$ cat config.mk
export PLATFORM = sky130hd
export DESIGN_NAME = pwm_duty_meter
export DESIGN_NICKNAME = d
export VERILOG_FILES = /design/src/rtl/pwm_duty_meter.sv
export SDC_FILE = /design/constraint.sdc
export NUM_CORES = 1
export LEC_CHECK = 0
export ABC_AREA = 1
export BUFFER_PORTS_ARGS = -buffer_cell sky130_fd_sc_hd__buf_2
export CAP_MARGIN = 30
export CORE_ASPECT_RATIO = 2
export CORE_UTILIZATION = 63
export DETAILED_ROUTE_END_ITERATION = 10
export GPL_ROUTABILITY_DRIVEN = 1
export PLACE_DENSITY_LB_ADDON = 0.05
export SETUP_SLACK_MARGIN = 0.5
export SYNTH_ARGS = -nofsm -noshare
export SYNTH_HDL_FRONTEND = slang
export SYNTH_SLANG_ARGS = --single-unit
$ cat constraint.sdc
create_clock -name clk_i -period 3.5 [get_ports clk_i]
set_clock_uncertainty 0.15 [all_clocks]
set_input_delay 1.05 -clock clk_i [delete_from_list [all_inputs] [get_ports clk_i]]
set_output_delay 1.05 -clock clk_i [all_outputs]
set_load 0.05 [all_outputs]
$ cat src/rtl/pwm_duty_meter.sv
// PWM duty-cycle meter: measures rise-to-rise period and high time, divides to whole percent and
// drives three 7-segment digits. Define PWM_METER_ROUND_EN for round-to-nearest instead of floor.
module pwm_duty_meter #(
  parameter int unsigned CNT_W   = 16,
  parameter int unsigned TIMEOUT = 65535
) (
  input  logic       clk_i,
  input  logic       rst_i,
  input  logic       pwm_in_i,
  output logic [6:0] duty_o,
  output logic       duty_valid_o,
  output logic       overrun_o,
  output logic [6:0] hex0_o,
  output logic [6:0] hex1_o,
  output logic [6:0] hex2_o
);

  localparam int unsigned NumW  = CNT_W + 7;
  localparam int unsigned StepW = $clog2(NumW);
  localparam logic [6:0]  Blank = 7'b1111111;

  typedef enum logic [1:0] {StIdle, StMeasure, StDivide} state_e;

  state_e             state_q;
  logic [2:0]         sync_q;
  logic               rise_q;
  logic [CNT_W-1:0]   per_q, hi_q;
  logic [CNT_W-1:0]   per_inc, hi_inc;
  logic [NumW-1:0]    div_num_q;
  logic [CNT_W-1:0]   div_rem_q, div_den_q;
  logic [StepW-1:0]   div_cnt_q;
  logic [6:0]         duty_q;
  logic               duty_valid_q, overrun_q;
  logic [6:0]         hex0_q, hex1_q, hex2_q;

  // sync_q[1:0] is the two-flop synchronizer; sync_q[2] is aligned with rise_q
  always_ff @(posedge clk_i) begin
    if (rst_i) begin
      sync_q <= '0;
      rise_q <= 1'b0;
    end else begin
      sync_q <= {sync_q[1:0], pwm_in_i};
      rise_q <= sync_q[1] & ~sync_q[2];
    end
  end

  assign per_inc = (per_q == '1) ? per_q : per_q + 1'b1;
  assign hi_inc  = (hi_q == '1 || !sync_q[2]) ? hi_q : hi_q + 1'b1;

  logic [NumW-1:0]  num_init;
  logic [CNT_W:0]   rem_shift;
  logic [CNT_W-1:0] rem_diff, rem_next;
  logic             q_bit;
  logic [NumW-1:0]  quo_next;
  logic [6:0]       duty_div;

  always_comb begin
`ifdef PWM_METER_ROUND_EN
    num_init = NumW'(hi_q) * NumW'(100) + NumW'(per_q >> 1);
`else
    num_init = NumW'(hi_q) * NumW'(100);
`endif
    rem_shift = {div_rem_q, div_num_q[NumW-1]};
    q_bit     = rem_shift >= {1'b0, div_den_q};
    // True difference is below the divisor, so CNT_W-bit wraparound is exact
    rem_diff  = rem_shift[CNT_W-1:0] - div_den_q;
    rem_next  = q_bit ? rem_diff : rem_shift[CNT_W-1:0];
    quo_next  = {div_num_q[NumW-2:0], q_bit};
    duty_div  = (quo_next > NumW'(100)) ? 7'd100 : quo_next[6:0];
  end

  always_ff @(posedge clk_i) begin
    if (rst_i) begin
      state_q      <= StIdle;
      per_q        <= '0;
      hi_q         <= '0;
      div_num_q    <= '0;
      div_rem_q    <= '0;
      div_den_q    <= '0;
      div_cnt_q    <= '0;
      duty_q       <= '0;
      duty_valid_q <= 1'b0;
      overrun_q    <= 1'b0;
    end else begin
      duty_valid_q <= 1'b0;
      unique case (state_q)
        StIdle: begin
          per_q <= '0;
          hi_q  <= '0;
          if (rise_q) begin
            per_q   <= CNT_W'(1);
            hi_q    <= CNT_W'(1);
            state_q <= StMeasure;
          end
        end
        StMeasure: begin
          if (rise_q) begin
            div_num_q <= num_init;
            div_rem_q <= '0;
            div_den_q <= per_q;
            div_cnt_q <= '0;
            per_q     <= CNT_W'(1);
            hi_q      <= CNT_W'(1);
            state_q   <= StDivide;
          end else if (per_q >= CNT_W'(TIMEOUT)) begin
            duty_q       <= sync_q[2] ? 7'd100 : 7'd0;
            duty_valid_q <= 1'b1;
            per_q        <= '0;
            hi_q         <= '0;
            state_q      <= StIdle;
          end else begin
            per_q <= per_inc;
            hi_q  <= hi_inc;
          end
        end
        StDivide: begin
          div_num_q <= quo_next;
          div_rem_q <= rem_next;
          div_cnt_q <= div_cnt_q + 1'b1;
          // A rise here ends a period we cannot divide; keep measuring the next one
          if (rise_q) begin
            overrun_q <= 1'b1;
            per_q     <= CNT_W'(1);
            hi_q      <= CNT_W'(1);
          end else begin
            per_q <= per_inc;
            hi_q  <= hi_inc;
          end
          if (div_cnt_q == StepW'(NumW - 1)) begin
            duty_q       <= duty_div;
            duty_valid_q <= 1'b1;
            state_q      <= StMeasure;
          end
        end
        default: state_q <= StIdle;
      endcase
    end
  end

  function automatic logic [6:0] seg(input logic [3:0] d);
    unique case (d)
      4'd0:    seg = 7'b1000000;
      4'd1:    seg = 7'b1111001;
      4'd2:    seg = 7'b0100100;
      4'd3:    seg = 7'b0110000;
      4'd4:    seg = 7'b0011001;
      4'd5:    seg = 7'b0010010;
      4'd6:    seg = 7'b0000010;
      4'd7:    seg = 7'b1111000;
      4'd8:    seg = 7'b0000000;
      4'd9:    seg = 7'b0010000;
      default: seg = Blank;
    endcase
  endfunction

  logic [3:0] ones, tens;
  always_comb begin
    ones = 4'(duty_q % 7'd10);
    tens = 4'((duty_q / 7'd10) % 7'd10);
  end

  always_ff @(posedge clk_i) begin
    if (rst_i) begin
      hex0_q <= 7'b1000000;
      hex1_q <= Blank;
      hex2_q <= Blank;
    end else begin
      hex0_q <= seg(ones);
      hex1_q <= (duty_q >= 7'd10) ? seg(tens) : Blank;
      hex2_q <= (duty_q == 7'd100) ? seg(4'd1) : Blank;
    end
  end

  assign duty_o       = duty_q;
  assign duty_valid_o = duty_valid_q;
  assign overrun_o    = overrun_q;
  assign hex0_o       = hex0_q;
  assign hex1_o       = hex1_q;
  assign hex2_o       = hex2_q;

endmodule

==> After elaboration in Yosys (flattened, before gate mapping) <==
Memory sizes are Yosys's and may differ from the RTL's. A register that Yosys moved wholly into a read port is not among the register bits.
Index checks and enable logic that the tools add are counted.
{ "classes": {"n_addsub": 4, "mul": 1, "div": 3, "magnitude_cmp": 4, "eq_ne": 12, "mux": 34, "bitwise_logic": 3, "reduce_logical": 11} }
{ "ops": {"columns": ["op", "count"], "rows": [
  ["2-to-1 mux 16 bit", 10],
  ["one-hot mux 16 bit (3 select lines)", 2],
  ["one-hot mux 23 bit (2 select lines)", 1],
  ["2-to-1 mux 7 bit", 5],
  ["adder 16 x 1 -> 16 bit, second input constant", 2],
  ["== test 16 bit, second input constant", 2],
  ["one-hot mux 16 bit (2 select lines)", 1],
  ["greater-than comparator 23 x 7 -> 1 bit, second input constant", 1],
  ["2-to-1 mux 23 bit", 1],
  ["multiplier 16 x 5 -> 21 bit, second input constant", 1],
  ["greater-or-equal comparator 17 x 16 -> 1 bit", 1],
  ["greater-or-equal comparator 16 bit, second input constant", 1],
  ["subtractor 16 bit", 1],
  ["modulo 7 x 4 -> 7 bit, second input constant", 2],
  ["one-hot mux 7 bit (2 select lines)", 1],
  ["inequality test 2 bit, second input constant", 5],
  ["one-hot mux 5 bit (2 select lines)", 1],
  ["2-to-1 mux 2 bit", 4],
  ["divider 7 x 4 -> 7 bit, second input constant", 1],
  ["== test 7 bit, second input constant", 1],
  ["greater-or-equal comparator 7 x 4 -> 1 bit, second input constant", 1],
  ["one-hot mux 2 bit (3 select lines)", 1],
  ["AND reduction 2 bit", 3],
  ["adder 5 x 1 -> 5 bit, second input constant", 1],
  ["other kinds (18)", 22]
]} }
{ "word_totals": {"ff_bits": 114, "rom_bits": 224, "input_bits": 3, "out_inout_bits": 30, "word_cells": 87, "memories": 2} }
{ "mem_list": {"columns": ["name", "words", "word_bits", "rd", "rd_clocked_by_memory_dff", "wr", "line", "rtl"], "rows": [
  ["(no name shown)", 16, 7, 1, 1, 0, "141", "unique case (d)"],
  ["(no name shown)", 16, 7, 1, 1, 0, "141", null]
]} }

==> Logic depth before layout (Yosys ltp) <==
{ "depth": {"word_depth": 6, "mapped_depth": 25, "ltp_nobuf": 25} }

==> Worst setup path after synthesis <==
Ideal clock, no wire load.
{ "synth_path": {"path_type": "reg-to-reg", "startpoint": "reg duty_q[6] (netlist: duty_o[6])", "endpoint": "reg hex0_q[3] (netlist: hex0_o[3])", "arrival_ns": 3.013, "required_ns": 3.217, "slack_ns": 0.204, "path_stages_with_launch": 23, "synth_period_minus_slack_ns": 3.296, "cell_sequence": "dfxtp_1 inv_1 nand2_1 nand3_2 nand2_4 nand2_2 nand2_1 nand2_2 clkinv_2 nand2_4 nand2_4 nand2_2 nand2_1 inv_1 ha_1 inv_1 nand3_4 nand2_8 xor2_2 ha_1 nand3b_1 nand3_1 a21oi_2"} }
{ "synth_between": {"elab_chain_len": 1} }
{ "synth_lines": {"columns": ["item", "line", "rtl"], "rows": [
  ["from (decl)", "32", "logic [6:0] duty_q;"],
  ["from (signal assigned)", "106", "duty_q <= sync_q[2] ? 7'd100 : 7'd0;"],
  ["from (signal assigned)", "130", "duty_q <= duty_div;"],
  ["modulo 7 x 4 -> 7 bit", "158", "ones = 4'(duty_q % 7'd10);"],
  ["to (decl)", "34", "logic [6:0] hex0_q, hex1_q, hex2_q;"]
]} }
No other way between the ends.
A chain may end at the register's enable or synchronous reset.

==> Worst setup path after layout <==
{ "layout_path": {"startpoint": "reg hi_q[3]", "endpoint": "reg div_num_q[22]"} }
{ "layout_between": {"elab_chain_len": 3} }
{ "layout_lines": {"columns": ["item", "line", "rtl"], "rows": [
  ["from (decl)", "27", "logic [CNT_W-1:0] per_q, hi_q;"],
  ["from (signal assigned)", "113", "hi_q <= hi_inc;"],
  ["from (signal assigned)", "127", "hi_q <= hi_inc;"],
  ["multiplier 16 x 5 -> 21 bit", "61", "num_init = NumW'(hi_q) * NumW'(100);"],
  ["2-to-1 mux 23 bit", "97", "if (rise_q) begin"],
  ["one-hot mux 23 bit (2 select lines)", "86", "unique case (state_q)"],
  ["to (signal assigned)", "98", "div_num_q <= num_init;"],
  ["to (signal assigned)", "117", "div_num_q <= quo_next;"],
  ["to (decl)", "29", "logic [NumW-1:0] div_num_q;"]
]} }
No other way between the ends. The select of a mux whose other input is x is not followed.

==> reports/metrics.cfg <==
[timing]
fin_setup_tns_ns=0
fin_crit_ns=3.23
maxSlewViolCount=0
tightestPinTransition_ns=0.689
rsz0062_at_grt=true
max_slew_margin_pct=53.6
fmax_ghz=0.310
finalCritPeriodShare_pct=92.2
hold_violations=0
finalSetupViolCount=0

[power_and_ir_drop]
leakagePower_nw=4.43
vdd.ir_drop.worst_mv=0.538
p_per_area_nw_per_um2=426

[cells_and_area]
final-seq-area_um2=2490
nNetsFinal=1291
num_antenna_cells=0
fin_util_pct=80.2
syn_to_final_growth_pct=23.1
drive_gt1_share_pct=23.9
fillers=858
multiInputGateArea_um2=5700

[placement]
dp_hpwl_mm=15.4
portBuffers=27
gp_congestion=0.911

[global_routing]
grt_remaining_overflow=0
track_usage_pct=32.4
grt_pass1_wl_mm=35.3
grt_pass1_vias=7726
grt_max_degree=55
antenna_found_initial=0

[synthesis]
synth_edf_count=0
yosys_register_bits=122
async_flop_share_pct=0
synth_top_cell_by_area=dfxtp_1
netlist_area_um2=8280
synth_top_area_share_pct=29.5
synthTopCellsByArea=dfxtp_1 30%, ha_1 13%, nand2_1 9.3%
synth_cells=1125
synth.most_common_cell=nand2_1
ys.flop_type=dfxtp_1
ys_seq_area_share_pct=29.5
yosysWarnings=0
synthDistinctLibCells=48
synthTopCellsByCount=204 x nand2_1, 155 x inv_1, 122 x dfxtp_1
syn_area_per_cell_um2=7.36

[critical_path]
crit_top_cell=nand3_2
critPathMaxStageDelay_ns=0.52
cpLargestDelayFamily=adder cells
required_ns=3.62
startpoint_type=flop
cp_num_buf_inv=3
worstPathCellList=ha_4 > ha_4 > inv_1 > fa_1 > inv_2 > ha_4 > buf_4 > nand3_2 > nand3_4 > nand3_2 > nand3_2 > nand3_2 > nand2_2 > nand2_2 > a21oi_2 > a21oi_1 > o21ai_1 > a31oi_1
crit_type=reg -> reg
arrival_ns=3.34
cp_slowest_cell=fa_1
worstPathMaxFanout=5
cp-end-kind=flop

[routing]
post-route-drc-count=0
drtIter0Drc=397
vias_per_cell=5.88
ant_nets=0
totalWireLength_mm=23.1
vias=7936
firstDrtPassIters=5
wl_per_cell_um=17.1

[floorplan]
pin_count=33
dieHeight_um=164
coreArea_um2=12700
die_x_um=83.1
dieArea_um2=13600
rows=58
start_util_pct=65.2

[clock_tree]
cts.sinks=122
h-tree-depth=4
cts_buffers=17
clk-insertion-delay-late_ns=0.41
cts_hold_buf=0
cts_tree=yes
cts_root_buffer=clkbuf_16
clock_path_buffers=2
path_clk_slew_ns=0.06

[run_status]
outcome=complete, no violations

[job]
max_cap_violations=0

[min_path]
hold_class=reg -> reg

## area by class of cell
| class | count | share of cell area, % |
|---|---|---|
| repair buffers | 77 | 5.55 |
| well taps | 150 | 1.84 |
| clock inverters | 12 | 1.38 |
| inverters | 165 | 6.26 |
| clock buffers | 20 | 4.58 |
| multi-input cells | 804 | 55.9 |
| flip-flops and latches | 122 | 24.5 |
## registers in the layout, summed over array words and instances, names as in the netlist
register      count
hi_q             16
duty_o            7
hex1_o            7
div_cnt_q         5
per_q            16
overrun_o         1
hex2_o            1
div_den_q        16
hex0_o            7
rise_q            1
sync_q            3
duty_valid_o      1
div_rem_q        16
state_q           2
div_num_q        23
## tightest hold or removal path, stage by stage (launching register included)
cell,delay [ns]
dfxtp_1,0.30
inv_1,0.04
nor2_1,0.03
## stage by stage
stage | hold slack [ns] | cell area [µm²] | instances | power (mW) | setup slack [ns]
global route | 0.266 | 10200 | 1350 | 4.50 | 0.157
CTS | 0.255 | 9830 | 1332 | 4.23 | 0.377
detailed placement | 0.251 | 8700 | 1282 | 2.43 | 0.142
finish | 0.255 | 10200 | 1350 | 4.34 | 0.274
global placement | 0.240 | 8660 | 1280 | 2.41 | 0.170
floorplan | 0.238 | 8410 | 1129 | 2.26 | 0.506
## per-layer routing
layer | global-route usage (%) | vias up | part of all wire, %
met4 | 23.1 | 0 | 7.6
met3 | 5.53 | 117 | 3.9
met2 | 64.6 | 245 | 55
met1 | 28.4 | 3732 | 34
met5 | 0 | - | 0
li1 | - | 3842 | -
## cell usage in the layout (no fill, tap or decap), types with 6 or more instances in the layout
cell type,Yosys,layout
a21oi_1,102,90
a21oi_2,5,15
a31oi_1,22,22
buf_2,4,27
buf_4,6,44
clkbuf_16,0,17
dfxtp_1,122,106
dfxtp_4,0,13
fa_1,12,12
ha_1,89,62
ha_4,0,22
inv_1,155,131
inv_2,6,25
nand2_1,204,184
nand2_2,8,20
nand2_4,11,19
nand3_1,68,55
nand3_2,6,15
nand3_4,2,6
nand3b_1,7,7
nand4_1,8,8
nor2_1,71,67
nor3_1,22,19
nor4_1,8,8
o211ai_1,16,16
o21ai_0,59,55
o21ai_2,2,6
xnor2_1,14,14
xor2_1,24,24
## power by group
| part | switching [mW] | internal, mW |
|---|---|---|
| Clock | 0.685 | 1.11 |
| Combinational | 0.712 | 0.351 |
| Sequential | 0.0364 | 1.44 |
| Total | 1.43 | 2.91 |
## path summary, 6_finish.rpt
| path | slack (ns) | endpoint | from | depth (start not counted) |
|---|---|---|---|---|
| setup / recovery | 0.27 | div_num_q[22] | hi_q[3] | 18 |
| hold / removal | 0.25 | sync_q[1] | sync_q[0] | 2 |
| setup reg to reg | 0.27 | div_num_q[22] | hi_q[3] | 18 |
| hold reg to reg | 0.25 | sync_q[1] | sync_q[0] | 2 |
## repair_timing
item / 4_1_cts / 5_1_grt
setup buffers: 18 / 18
pin swaps: 47 / 43
endpoints found under the setup margin: 19 / 39
gates resized for setup: 97 / 56
## kinds of logic after synthesis
group / synth area share (%)
buffers and inverters: 9.58
xor gates and xnor gates: 4.55
other: 0.0453
AOI/OAI and AO/OA: 15.7
adders and majority gates: 16.4
and+or+nand+nor: 24.3
DFF: 29.5
Note: power is estimated with default switching activity, not from simulation.
